==> config.mk <==
export PLATFORM = sky130hd
export DESIGN_NAME = mdu_hi_lo_flat
export DESIGN_NICKNAME = d
export VERILOG_FILES = /design/src/rtl/mdu_hi_lo_if.sv /design/src/rtl/mdu_hi_lo.sv /design/src/flat_wrapper.sv
export SDC_FILE = /design/constraint.sdc
export NUM_CORES = 1
export LEC_CHECK = 0
export BUFFER_PORTS_ARGS = -buffer_cell sky130_fd_sc_hd__buf_2
export CELL_PAD_IN_SITES_DETAIL_PLACEMENT = 0
export CELL_PAD_IN_SITES_GLOBAL_PLACEMENT = 1
export CORE_UTILIZATION = 23
export DETAILED_ROUTE_END_ITERATION = 8
export PLACE_DENSITY_LB_ADDON = 0.15
export SLEW_MARGIN = 5
export SYNTH_ARGS = -nofsm -noshare
export SYNTH_HDL_FRONTEND = slang
export SYNTH_SLANG_ARGS = --single-unit
==> constraint.sdc <==
create_clock -name clock -period 3.8 [get_ports clock]
set_input_delay 0.76 -clock clock [delete_from_list [all_inputs] [get_ports clock]]
set_output_delay 0.76 -clock clock [all_outputs]
set_load 0.01 [all_outputs]
==> src/rtl/mdu_hi_lo_if.sv <==
// Decode-side connection to the HI/LO multiply/divide unit.
// Handshake: decode drives start with op/a/b; the unit accepts only in IDLE. After accept it ignores
// start until it returns to IDLE. ready pulses once with hi/lo/div_zero valid, and stall_out holds
// fetch from accept until ready.
interface mdu_hi_lo_if #(parameter int WIDTH = 16);
  logic             start;
  logic [1:0]       op;
  logic [WIDTH-1:0] a;
  logic [WIDTH-1:0] b;
  logic [WIDTH-1:0] hi;
  logic [WIDTH-1:0] lo;
  logic             busy;
  logic             ready;
  logic             stall_out;
  logic             div_zero;
  logic [2:0]       state_dbg;

  modport master (
    output start, op, a, b,
    input  hi, lo, busy, ready, stall_out, div_zero, state_dbg
  );

  modport slave (
    input  start, op, a, b,
    output hi, lo, busy, ready, stall_out, div_zero, state_dbg
  );
endinterface

==> src/rtl/mdu_hi_lo.sv <==
// Iterative mult/multu/div/divu unit producing HI/LO for the 16-bit MIPS core.
// Magnitudes are iterated one bit per cycle; signs are applied in a single FIX step.
module mdu_hi_lo #(
  parameter int WIDTH = 16
) (
  input  logic         clock,
  input  logic         reset_n,
  mdu_hi_lo_if.slave   bus
);
  localparam int CW = $clog2(WIDTH);

  typedef enum logic [2:0] {
    S_IDLE = 3'd0,
    S_MUL  = 3'd1,
    S_DIV  = 3'd2,
    S_FIX  = 3'd3,
    S_DONE = 3'd4
  } state_t;

  state_t               state, state_nx;
  logic                 is_div_q, neg_res, neg_rem, dz_q;
  logic [2*WIDTH-1:0]   acc;
  logic [WIDTH-1:0]     opnd;
  logic [CW-1:0]        cnt;
  logic [WIDTH-1:0]     hi_q, lo_q;
  logic                 div_zero_q;

  logic                 accept, is_div, a_neg, b_neg, b_zero, last_iter;
  logic [WIDTH-1:0]     a_abs, b_abs;
  logic [WIDTH:0]       mul_sum, rem_sh;
  logic [WIDTH+1:0]     trial;
  logic [2*WIDTH-1:0]   prod_fix;
  logic [WIDTH-1:0]     quo_fix, rem_fix;

  assign accept    = (state == S_IDLE) && bus.start;
  assign is_div    = bus.op[1];
  assign a_neg     = ~bus.op[0] & bus.a[WIDTH-1];
  assign b_neg     = ~bus.op[0] & bus.b[WIDTH-1];
  assign b_zero    = (bus.b == '0);
  assign a_abs     = a_neg ? ('0 - bus.a) : bus.a;
  assign b_abs     = b_neg ? ('0 - bus.b) : bus.b;
  assign last_iter = (cnt == CW'(WIDTH - 1));

  // Multiply: multiplier sits in acc low half and shifts out as the product shifts in.
  assign mul_sum  = {1'b0, acc[2*WIDTH-1:WIDTH]} + (acc[0] ? {1'b0, opnd} : '0);
  // Divide: remainder:quotient shifted left; one extra bit keeps the shifted remainder exact.
  assign rem_sh   = {acc[2*WIDTH-1:WIDTH], acc[WIDTH-1]};
  assign trial    = {1'b0, rem_sh} - {2'b00, opnd};
  assign prod_fix = neg_res ? ('0 - acc) : acc;
  assign quo_fix  = neg_res ? ('0 - acc[WIDTH-1:0]) : acc[WIDTH-1:0];
  assign rem_fix  = neg_rem ? ('0 - acc[2*WIDTH-1:WIDTH]) : acc[2*WIDTH-1:WIDTH];

  always_ff @(posedge clock or negedge reset_n) begin
    if (!reset_n) state <= S_IDLE;
    else          state <= state_nx;
  end

  always_comb begin
    state_nx = state;
    case (state)
      S_IDLE: if (accept) state_nx = (is_div && b_zero) ? S_FIX : (is_div ? S_DIV : S_MUL);
      S_MUL:  if (last_iter) state_nx = S_FIX;
      S_DIV:  if (last_iter) state_nx = S_FIX;
      S_FIX:  state_nx = S_DONE;
      S_DONE: state_nx = S_IDLE;
      default: state_nx = S_IDLE;
    endcase
  end

  always_comb begin
    bus.busy      = (state == S_MUL) || (state == S_DIV) || (state == S_FIX);
    bus.ready     = (state == S_DONE);
    bus.stall_out = bus.busy || (bus.start && (state == S_IDLE));
    bus.state_dbg = state;
    bus.hi        = hi_q;
    bus.lo        = lo_q;
    bus.div_zero  = div_zero_q;
  end

  always_ff @(posedge clock or negedge reset_n) begin
    if (!reset_n) begin
      is_div_q   <= 1'b0;
      neg_res    <= 1'b0;
      neg_rem    <= 1'b0;
      dz_q       <= 1'b0;
      acc        <= '0;
      opnd       <= '0;
      cnt        <= '0;
      hi_q       <= '0;
      lo_q       <= '0;
      div_zero_q <= 1'b0;
    end else begin
      case (state)
        S_IDLE: if (accept) begin
          is_div_q   <= is_div;
          neg_res    <= a_neg ^ b_neg;
          neg_rem    <= a_neg;
          dz_q       <= is_div && b_zero;
          cnt        <= '0;
          div_zero_q <= 1'b0;
          if (is_div && b_zero) begin
            acc  <= {bus.a, {WIDTH{1'b0}}};
            opnd <= '0;
          end else if (is_div) begin
            acc  <= {{WIDTH{1'b0}}, a_abs};
            opnd <= b_abs;
          end else begin
            acc  <= {{WIDTH{1'b0}}, b_abs};
            opnd <= a_abs;
          end
        end
        S_MUL: begin
          acc <= {mul_sum, acc[WIDTH-1:1]};
          cnt <= cnt + CW'(1);
        end
        S_DIV: begin
          if (!trial[WIDTH+1]) acc <= {trial[WIDTH-1:0], acc[WIDTH-2:0], 1'b1};
          else                 acc <= {rem_sh[WIDTH-1:0], acc[WIDTH-2:0], 1'b0};
          cnt <= cnt + CW'(1);
        end
        S_FIX: begin
          // Divide-by-zero passes the raw dividend to HI and saturates LO.
          if (dz_q) begin
            hi_q       <= acc[2*WIDTH-1:WIDTH];
            lo_q       <= '1;
            div_zero_q <= 1'b1;
          end else if (is_div_q) begin
            hi_q <= rem_fix;
            lo_q <= quo_fix;
          end else begin
            hi_q <= prod_fix[2*WIDTH-1:WIDTH];
            lo_q <= prod_fix[WIDTH-1:0];
          end
        end
        default: ;
      endcase
    end
  end
endmodule

==> src/flat_wrapper.sv <==
// flat-port wrapper written by rule: the top's interface ports become plain ports
module mdu_hi_lo_flat 
#(
  parameter int WIDTH = 16
)
  (clock, reset_n, bus_start, bus_op, bus_a, bus_b, bus_hi, bus_lo, bus_busy, bus_ready, bus_stall_out, bus_div_zero, bus_state_dbg);
  mdu_hi_lo_if #(.WIDTH(WIDTH)) bus_i ();
  input  logic clock;
  input  logic reset_n;
  input wire logic [$bits(bus_i.start)-1:0] bus_start;
  input wire logic [$bits(bus_i.op)-1:0] bus_op;
  input wire logic [$bits(bus_i.a)-1:0] bus_a;
  input wire logic [$bits(bus_i.b)-1:0] bus_b;
  output wire logic [$bits(bus_i.hi)-1:0] bus_hi;
  output wire logic [$bits(bus_i.lo)-1:0] bus_lo;
  output wire logic [$bits(bus_i.busy)-1:0] bus_busy;
  output wire logic [$bits(bus_i.ready)-1:0] bus_ready;
  output wire logic [$bits(bus_i.stall_out)-1:0] bus_stall_out;
  output wire logic [$bits(bus_i.div_zero)-1:0] bus_div_zero;
  output wire logic [$bits(bus_i.state_dbg)-1:0] bus_state_dbg;
  assign bus_i.start = bus_start;
  assign bus_i.op = bus_op;
  assign bus_i.a = bus_a;
  assign bus_i.b = bus_b;
  assign bus_hi = bus_i.hi;
  assign bus_lo = bus_i.lo;
  assign bus_busy = bus_i.busy;
  assign bus_ready = bus_i.ready;
  assign bus_stall_out = bus_i.stall_out;
  assign bus_div_zero = bus_i.div_zero;
  assign bus_state_dbg = bus_i.state_dbg;
  mdu_hi_lo #(.WIDTH(WIDTH)) u_core (.clock(clock), .reset_n(reset_n), .bus(bus_i));
endmodule
Word level (Yosys, flattened, before mapping) --
Cells that the tools add are included.
Storage, ports and cells: output and inout port bits 39, latch bits 0, input port bits 37, memories kept 0, bits in registers 92, memory bits (writable) 0, bits in read-only memories 0, word-level logic and storage cells 74
Cells by class: $add $sub $neg 8, magnitude comparators 0, reduce and logical (&&, ||, !) cells 16, shift operators 0, multipliers 0, bitwise gates (word level) 4, equal/unequal tests 8, divide/modulo/power cells 0, mux-type cells 27
Operators with widths (count):
- 2-to-1 mux 16 bit | 12
- 2-to-1 mux 32 bit | 4
- case mux 32 bit (3 select lines) | 1
- subtractor 1 x 16 -> 16 bit (first input constant) | 4
- subtractor 1 x 32 -> 32 bit (first input constant) | 1
- subtractor 17 x 16 -> 18 bit | 1
- adder 16 x 17 -> 17 bit | 1
- zero test 16 bit | 1
- 2-to-1 mux 3 bit | 3
- case mux 3 bit (3 select lines) | 1
- case mux 4 bit (2 select lines) | 1
- AND reduction 2 bit | 4
- == test 3 x 2 -> 1 bit (second input constant) | 2
- inequality test 2 x 1 -> 1 bit (second input constant) | 3
- adder 4 x 1 -> 4 bit (second input constant) | 1
- == test 4 bit (second input constant) | 1
- 2-to-1 mux 4 bit | 1
- nonzero test 2 bit | 2
- == test 3 x 1 -> 1 bit (second input constant) | 1
- == test 3 bit (second input constant) | 1
- zero test 3 bit | 1
- logical OR 1 bit | 3
- AND reduction 3 bit | 1
- nonzero test 3 bit | 1
- 8 further kinds | 11

Depth between registers and ports, before layout --
Gate-level depths: netlist (run 1).
depth in word-level cells 7, depth in mapped cells 12, gate-level depth less buffers 12

Worst setup path before layout (run 1) --
OpenSTA, ideal clock, no wires.
path type register to register, from register u_core.acc[26], to register u_core.acc[22], setup slack 0.924 ns, path buffers 1, setup time 0.137 ns, arrival time 2.740 ns, cell stages (with the launch flop) 10, required time 3.663 ns, period minus slack after synthesis 2.876 ns, cell sequence dfrtp_1 ha_1 and2_1 a2111oi_0 a211oi_1 a311o_1 buf_2 mux2_2 a221oi_1 o21ai_0
Between the ends: word-level cells in the longest chain between the ends 3
Ends and longest elaborated chain:
- start, declared | line mdu_hi_lo.sv:22 | logic [2*WIDTH-1:0] acc;
- start signal, assigned | line mdu_hi_lo.sv:102 | acc <= {bus.a, {WIDTH{1'b0}}};
- start signal, assigned | line mdu_hi_lo.sv:105 | acc <= {{WIDTH{1'b0}}, a_abs};
- start signal, assigned | line mdu_hi_lo.sv:108 | acc <= {{WIDTH{1'b0}}, b_abs};
- subtractor 17 x 16 -> 18 bit | line mdu_hi_lo.sv:48 | assign trial = {1'b0, rem_sh} - {2'b00, opnd};
- 2-to-1 mux 32 bit | line mdu_hi_lo.sv:117 | if (!trial[WIDTH+1]) acc <= {trial[WIDTH-1:0], acc[WIDTH-2:0], 1'b1};
- case mux 32 bit (3 select lines) | line mdu_hi_lo.sv:93 | case (state)
Every way passes these cells. A chain may end at the register's enable or synchronous reset.

Worst setup path in the final report (run 1) --
from register u_core.acc[16], to register u_core.acc[19]
Between the ends: word-level cells in the longest chain between the ends 3, elaborated cells between the ends (all ways) 4, those cells by class 2 x add/sub; 2 x mux
Ends and longest elaborated chain (line):
- subtractor 17 x 16 -> 18 bit | mdu_hi_lo.sv:48
- 2-to-1 mux 32 bit | mdu_hi_lo.sv:117
- case mux 32 bit (3 select lines) (*) | mdu_hi_lo.sv:93
Mark *: on every way between the ends. The rest lies on a longest branch, timed or not.

==> results.md, run 1 <==
* Final setup viols at 0
* Post-CTS sizing at 0
* Cts hold-fix bufs at 0
* Antenna violations before repair at 0
* Largest net degree at the start of global routing at 51
* Post-Route Setup TNS at 0 ns
* Crit-path slowest cell: a311o_1
* H-tree levels at 3
* Slew Viols, Final at 0
* 1st-pass router iterations at 9
* Routed Antenna Nets at 0
* Fillers at 3396
* Synth unique cells at 70
* Layout cells sized above 1 at 0.159
* Wire per inst at 20.6 um
* Crit Path Max Fanout at 11
* Total grt overflow at 0
* Post-Synth Adder-Cell Area at 0.0693
* Maximum vdd ir drop at 322 uV
* Power Total at 8.87 mW
* Clock latency on the worst-skew pair at 0.36 ns
* Global-route wire length before repair at 43.3 mm
* DR vias at 7002
* Hold Path Class: in -> async
* Cell row count at 64
* Vias in the first global route at a little under 7000
* Synth Area in XOR/XNOR at 0.0989
* Max Buffers Root-to-Sink at 2
* # placed instances at 1359
* Fin. Hold Viols at 0
* Ys flop type: dfrtp_1
* Ant. Diodes at 0
* Post-synth top area cell: dfrtp_1
* Top cell type's share of synthesized area at 0.317
* Layout Cells excl Fill at 1375
* Postcts setup bufs at 0
* Final core occ at 0.279
* Port Buffers at 75
* Top-count cell post-synth: nand2_1
* Starting Density at 0.236
* Sequential fraction of the synthesis area at 0.317
* Synth top cells by count: nand2_1 (109), dfrtp_1 (92), nor2_1 (90), o21ai_0 (85), a21oi_1 (62)
* Slew headroom at 0.485
* Final Worst Setup Slack at 0.371 ns
* Crit share post-route at 0.902
* RSZ-0062 raised after global routing: false
* CP arrival at 3.66 ns
* Total wire length at 28.3 mm
* Final net count at about 1100
* Placed cell area at roughly 8300 um^2
* CTS Root Cell: clkbuf_16
* Die width at 180 um
* Dpl hpwl at about 22 mm
* CP Capture Type: flop
* Synth area leaders: dfrtp_1 (32%), ha_1 (6.4%), o21ai_0 (5.9%)
* Setup crit start kind: flop
* Critical Path Max Stage Delay at roughly 0.64 ns
* Simple-gate portion of the synthesized area at 0.186
* CTS Sinks at 92
* Post-synth EDFFs at 0
* Initial DRC count at between 500 and 600
* Reg-to-reg slack, setup at roughly 0.37 ns
* GP Congestion at 0.833
* Fin crit period at 3.43 ns
* Residual DRC at 4
* Ys async rst share at 1.00
* Yosys warns at 0
* Synth-to-Final Area Change at 18.4%
* Leakage power at 3.78 nW
* GRT Util Overall at 0.176
* Post-synthesis register bit count at just over 90
* CTS buffer count at 9
* CORE AREA at 30800 um^2
* Clk slew on worst S/H paths at about 0.08 ns
* Failing checks: design-rule violations
* Place WS at 0.381 ns
* Synthesized Nets at slightly below 1000
* Worst Skew at 0.0150 ns
* Full die area at 32300 um^2
* Cell Chain, Critical Path: ha_1, nor2b_1, o31a_1, o211ai_1, a211oi_1, a311o_1, mux2_2, a222oi_1, o21ai_0
* Worst setup path category: reg -> reg
* CTS tree: built
* I/O pin count at 76
* Area of the mapped netlist at approximately 7300 um^2
* Mux cell area share after synthesis at 0.0214
* Post-route cell area at ~8600 um^2
* Slew @ Worst Pin at between 0.7 and 0.8 ns
* Req. time, crit path at 4.03 ns
* Status: finished, violations left
* Max cap viols at 0
* Worst hold slack at 0.401 ns
* Drt via density at 5.09
* Largest family of logic cells by synthesized area: compound AO/OA/AOI/OAI gates
* Cell count after synthesis at 901
* Mean Syn Cell Area at between 8 and 9 um^2
* Die Y at ~180 um
* Pwr Density at 1030 nW/um^2
* Fmax at a little under 300 MHz
* Compound-Gate Fraction of Synth Area at 0.259
registers in the layout, summed over array words and instances, names as in the netlist:
| register | cells |
|---|---|
| u_core.neg_rem | 1 |
| u_core.opnd | 16 |
| u_core.dz_q | 1 |
| u_core.bus.lo | 16 |
| u_core.bus.state_dbg | 3 |
| u_core.is_div_q | 1 |
| u_core.cnt | 4 |
| u_core.bus.div_zero | 1 |
| u_core.bus.hi | 16 |
| u_core.acc | 32 |
| u_core.neg_res | 1 |
critical path, delay by kind of cell (launching register included):
kind                       cells  cell delay [ns]
adders and majority gates      1             0.32
DFF                            1             0.50
and+or+nand+nor                1             0.17
AOI/OAI and AO/OA              6             1.92
muxes                          1             0.40
routing by layer:
layer	global-route usage	wire [um]
met4	0.0517	518
met5	0	0
met3	0.0209	1070
met1	0.254	14200
met2	0.274	12500
logic make-up (layout without fill, tap and decap cells):
| group | count (synthesis) | count (layout) |
|---|---|---|
| flops | 92 | 92 |
| mux | 15 | 15 |
| xor+xnor | 82 | 82 |
| buf+inv | 90 | 168 |
| fa+ha+maj | 39 | 39 |
| compound gates | 290 | 290 |
| simple gates | 293 | 293 |
path summary, 6_finish.rpt:
check                                                   start                            end  depth (start not counted)
worst min register to register  u_core.bus.lo[11]$_DFFE_PN0P_  u_core.bus.lo[11]$_DFFE_PN0P_                          2
worst max register to register     u_core.acc[16]$_DFFE_PN0P_     u_core.acc[19]$_DFFE_PN0P_                          9
worst min-delay path                                  reset_n   u_core.bus.lo[4]$_DFFE_PN0P_                          1
max in group asynchronous                             reset_n    u_core.opnd[10]$_DFFE_PN0P_                          2
min in group clock              u_core.bus.lo[11]$_DFFE_PN0P_  u_core.bus.lo[11]$_DFFE_PN0P_                          2
worst max-delay path               u_core.acc[16]$_DFFE_PN0P_     u_core.acc[19]$_DFFE_PN0P_                          9
cell usage in the layout (no fill, tap or decap), drive strengths merged, types with 5 or more instances in the layout:
cell	instances
or4	6
nor4	6
dfrtp	92
buf	114
nor3	14
clkinv	5
xor2	39
xnor2	43
or3	15
clkbuf	9
o31ai	8
or2	5
nor2	90
inv	37
o22ai	8
o21ai	89
nand2	109
nand2b	9
ha	37
a222oi	13
a211oi	13
and2	5
a22oi	8
nand3	7
a21oi	62
o21a	13
o211ai	12
a31oi	17
a221oi	6
nor2b	9
mux2i	11
a21o	7
report_power, final:
group	switching [mW]	internal, mW	total [mW]
clock network	0.457	0.650	1.11
logic	3.41	2.40	5.81
registers	0.501	1.45	1.95
area by class of cell:
class                      count  area [um^2]  area share
clock buffer                   9          225      0.0262
clock inverter                 7          121      0.0141
inverter                      38          143      0.0166
multi-input combinational    719         4630       0.538
sequential                    92         2300       0.268
tap                          396          495      0.0576
timing repair buffer         114          683      0.0794
Power figures use the tool's default switching activity.
==> run 2: changes to the inputs <==
--- a/config.mk
+++ b/config.mk
@@ -5,6 +5,7 @@
 export SDC_FILE = /design/constraint.sdc
 export NUM_CORES = 1
 export LEC_CHECK = 0
+export ABC_AREA = 1
 export BUFFER_PORTS_ARGS = -buffer_cell sky130_fd_sc_hd__buf_2
 export CELL_PAD_IN_SITES_DETAIL_PLACEMENT = 0
 export CELL_PAD_IN_SITES_GLOBAL_PLACEMENT = 1
==> results.md, run 2 <==
* Crit share post-route at 0.717 (was 0.902)
* CTS Root Cell: clkbuf_16 (unchanged)
* Ys flop type: dfrtp_1 (unchanged)
* Synthesized Nets at 1445 (was 977)
* Ys async rst share at 1.00 (unchanged)
* Number of flip-flops in the largest register at 32 (unchanged)
* Top cell type's share of synthesized area at 0.263 (was 0.317)
* Max cap viols at 0 (unchanged)
* Synth top cells by count: nand2_1 (396), inv_1 (197), nand3_1 (138), nor2_1 (125), dfrtp_1 (92) (was nand2_1 (109), dfrtp_1 (92), nor2_1 (90), o21ai_0 (85), a21oi_1 (62))
* Dpl hpwl at 30.1 mm (was 21.6 mm)
* Routed Antenna Nets at 0 (unchanged)
* Drt via density at 4.70 (was 5.09)
* Met2 WL at 17.0 mm (was 12.5 mm)
* Port Buffers at 75 (unchanged)
* Routed metal-1 wirelength at 18.2 mm (was 14.2 mm)
* CP Capture Type: flop (unchanged)
* Req. time, crit path at 4.04 ns (was 4.03 ns)
* Crit Path Max Fanout at 33 (was 11)
* Maximum vdd ir drop at 380 uV (was 322 uV)
* Slew headroom at 0.477 (was 0.485)
* Slew Viols, Final at 0 (unchanged)
* Reg-to-reg slack, setup at 1.07 ns (was 0.37 ns)
* Final core occ at 0.265 (was 0.279)
* Clk slew on worst S/H paths at 0.08 ns (about the same)
* Clock latency on the worst-skew pair at 0.37 ns (was 0.36 ns)
* Layout cells sized above 1 at 0.114 (was 0.159)
* Postcts setup bufs at 0 (unchanged)
* Fin. Hold Viols at 0 (unchanged)
* Global-route wire length before repair at 56.5 mm (was 43.3 mm)
* Area of the mapped netlist at 8740 um^2 (was 7260 um^2)
* CTS buffer count at 9 (unchanged)
* Largest net degree at the start of global routing at 51 (unchanged)
* Cell count after synthesis at 1369 (was 901)
* Antenna violations before repair at 0 (unchanged)
* GRT Util Overall at 0.196 (was 0.176)
* Full die area at 38800 um^2 (was 32300 um^2)
* Ant. Diodes at 0 (unchanged)
* Status: completed (was finished, violations left)
* 1st-pass router iterations at 5 (was 9)
* Initial DRC count at 740 (was 560)
* CTS tree: built (unchanged)
* Slew @ Worst Pin at 0.785 ns (was 0.771 ns)
* Combinational Power Share at 0.695 (was 0.655)
* CORE AREA at 37600 um^2 (was 30800 um^2)
* Cell row count at 71 (was 64)
* Post-Route Setup TNS at 0 ns (unchanged)
* Post-synth EDFFs at 0 (unchanged)
* Top-count cell post-synth: nand2_1 (unchanged)
* Internal power at 4.39 mW (was 4.50 mW)
* Final setup viols at 0 (unchanged)
* DR vias at 9145 (was 7002)
* Synth area leaders: dfrtp_1 (26%), nand2_1 (17%), inv_1 (8.5%) (was dfrtp_1 (32%), ha_1 (6.4%), o21ai_0 (5.9%))
* Pwr Density at 1040 nW/um^2 (was 1030 nW/um^2)
* Synth-to-Final Area Change at 13.8% (was 18.4%)
* Wire per inst at 19.1 um (was 20.6 um)
* Worst hold slack at 0.465 ns (was 0.401 ns)
* Total wire length at 37.2 mm (was 28.3 mm)
* Sequential Power Share at 0.208 (was 0.220)
* Hold Path Class: in -> async (unchanged)
* Starting Density at 0.233 (was 0.236)
* Fin crit period at 2.73 ns (was 3.43 ns)
* Fillers at 4300 (was 3396)
* Post-synthesis register bit count at 92 (unchanged)
* RSZ-0062 raised after global routing: false (unchanged)
* CTS Sinks at 92 (unchanged)
* GP Congestion at 0.882 (was 0.833)
* H-tree levels at 3 (unchanged)
* I/O pin count at 76 (unchanged)
* Die width at 197 um (was 180 um)
* Max Buffers Root-to-Sink at 2 (unchanged)
* Mean Syn Cell Area at 6.39 um^2 (was 8.06 um^2)
* Sw Pwr at 5.98 mW (was 4.37 mW)
* Reg with most FFs: u_core.acc (unchanged)
* DR top layer: met4 (unchanged)
* Post-CTS sizing at 0 (unchanged)
* Post-synth top area cell: dfrtp_1 (unchanged)
* Vias in the first global route at 9001 (was 6831)
* Residual DRC at 0 (was 4)
* WL met3 at 1.06 mm (was 1.07 mm)
* Leakage power at 5.06 nW (was 3.78 nW)
* Setup crit start kind: flop (unchanged)
* Placed cell area at 9640 um^2 (was 8250 um^2)
* CP arrival at 2.97 ns (was 3.66 ns)
* Final net count at 1506 (was 1050)
* Die Y at 197 um (was 180 um)
* Total grt overflow at 0 (unchanged)
* Cts hold-fix bufs at 0 (unchanged)
* Commonest non-fill, non-tap cell in the layout: nand2_1 (unchanged)
* Yosys warns at 0 (unchanged)
* Worst setup path category: reg -> reg (unchanged)
* Synth unique cells at 52 (was 70)
* Post-route cell area at 9950 um^2 (was 8600 um^2)
* Most frequent cells in the layout: nand2_1 (396), inv_1 (197), nand3_1 (138), nor2_1 (125), dfrtp_1 (92) (was nand2_1 (109), dfrtp_1 (92), nor2_1 (88), o21ai_0 (85), buf_2 (74))
* Fmax at 367 MHz (was 292 MHz)
* Clock group share of total power at 0.097 (was 0.125)
* Sequential fraction of the synthesis area at 0.263 (was 0.317)
* Sw frac at 0.577 (was 0.493)
* Worst Skew at 0.0139 ns (was 0.0150 ns)
-- run 2: changes by cell type in the layout (fill, tap and decap cells not counted), moves of 13 or more --
cell | previous run | this run
inv_1 | 35 | 197
nand3_1 | 7 | 138
a21oi_1 | 62 | 78
buf_4 | 39 | 17
nand4_1 | 3 | 27
xor2_1 | 39 | 24
xnor2_1 | 43 | 9
nand2_1 | 109 | 396
nor2_1 | 88 | 125
a222oi_1 | 13 | 0
o21ai_0 | 85 | 50
-- run 2: power groups by stage --
| stage | clock network, mW | logic (mW) | registers, mW |
|---|---|---|---|
| finish | 1.01 | 7.21 | 2.15 |
| detailed placement | 0 | 7.22 | 2.18 |
| global route | 1.07 | 8.17 | 2.21 |
| global placement | 0 | 7.27 | 2.17 |
| floorplan | 0 | 5.19 | 1.95 |
| CTS | 1.03 | 7.26 | 2.16 |
-- run 2: routing by layer --
layer  vias to the layer above  track usage
met5                         -            0
met4                         0       0.0600
met3                        47       0.0228
met2                       182        0.315
met1                      4321        0.273
li1                       4595            -
-- run 2: critical path, cell delays in order, from the launching register on --
cell and delay [ns]:
dfrtp_1 0.48, nor2_2 0.23, nand2_1 0.13, nor2_4 0.52
nor2_4 0.21, inv_2 0.54, nand2_1 0.14, nor2_1 0.19
a21oi_1 0.11
-- run 2: cell type report --
cell class | count | area (um^2) | share of cell area
Multi-Input combinational cell | 1029 | 5420 | 0.545
Tap cell | 511 | 639 | 0.0643
Inverter | 207 | 779 | 0.0783
Timing Repair Buffer | 91 | 498 | 0.0500
Sequential cell | 92 | 2300 | 0.231
Clock buffer | 10 | 229 | 0.0230
Clock inverter | 6 | 78.8 | 0.00792
-- run 2: path summary, 6_finish.rpt --
check / to / start / cells past startpoint
max: u_core.acc[25]$_DFFE_PN0P_ / u_core.bus.state_dbg[0]$_DFFE_PN0P_ / 8
min: u_core.bus.hi[10]$_DFFE_PN0P_ / reset_n / 1
max reg2reg: u_core.acc[25]$_DFFE_PN0P_ / u_core.bus.state_dbg[0]$_DFFE_PN0P_ / 8
min reg2reg: u_core.bus.hi[13]$_DFFE_PN0P_ / u_core.bus.hi[13]$_DFFE_PN0P_ / 2
max in group asynchronous: u_core.opnd[2]$_DFFE_PN0P_ / reset_n / 2
min in group clock: u_core.bus.hi[13]$_DFFE_PN0P_ / u_core.bus.hi[13]$_DFFE_PN0P_ / 2
-- run 2: metrics by stage --
stage | power (mW) | instances | worst slack (ns)
6_report | 10.4 | 1946 | 1.07
5_1_grt | 11.4 | 1946 | 0.796
4_1_cts | 10.5 | 1946 | 1.03
3_5_place_dp | 9.40 | 1930 | 0.985
3_3_place_gp | 9.44 | 1930 | 1.07
2_1_floorplan | 7.14 | 1369 | 1.46
-- run 2: cells by family after synthesis --
group	share of synthesized area
xor gates and xnor gates	0.0331
buffers and inverters	0.116
DFF	0.263
adders and majority gates	0.0575
AOI/OAI and AO/OA	0.158
and+or+nand+nor	0.372
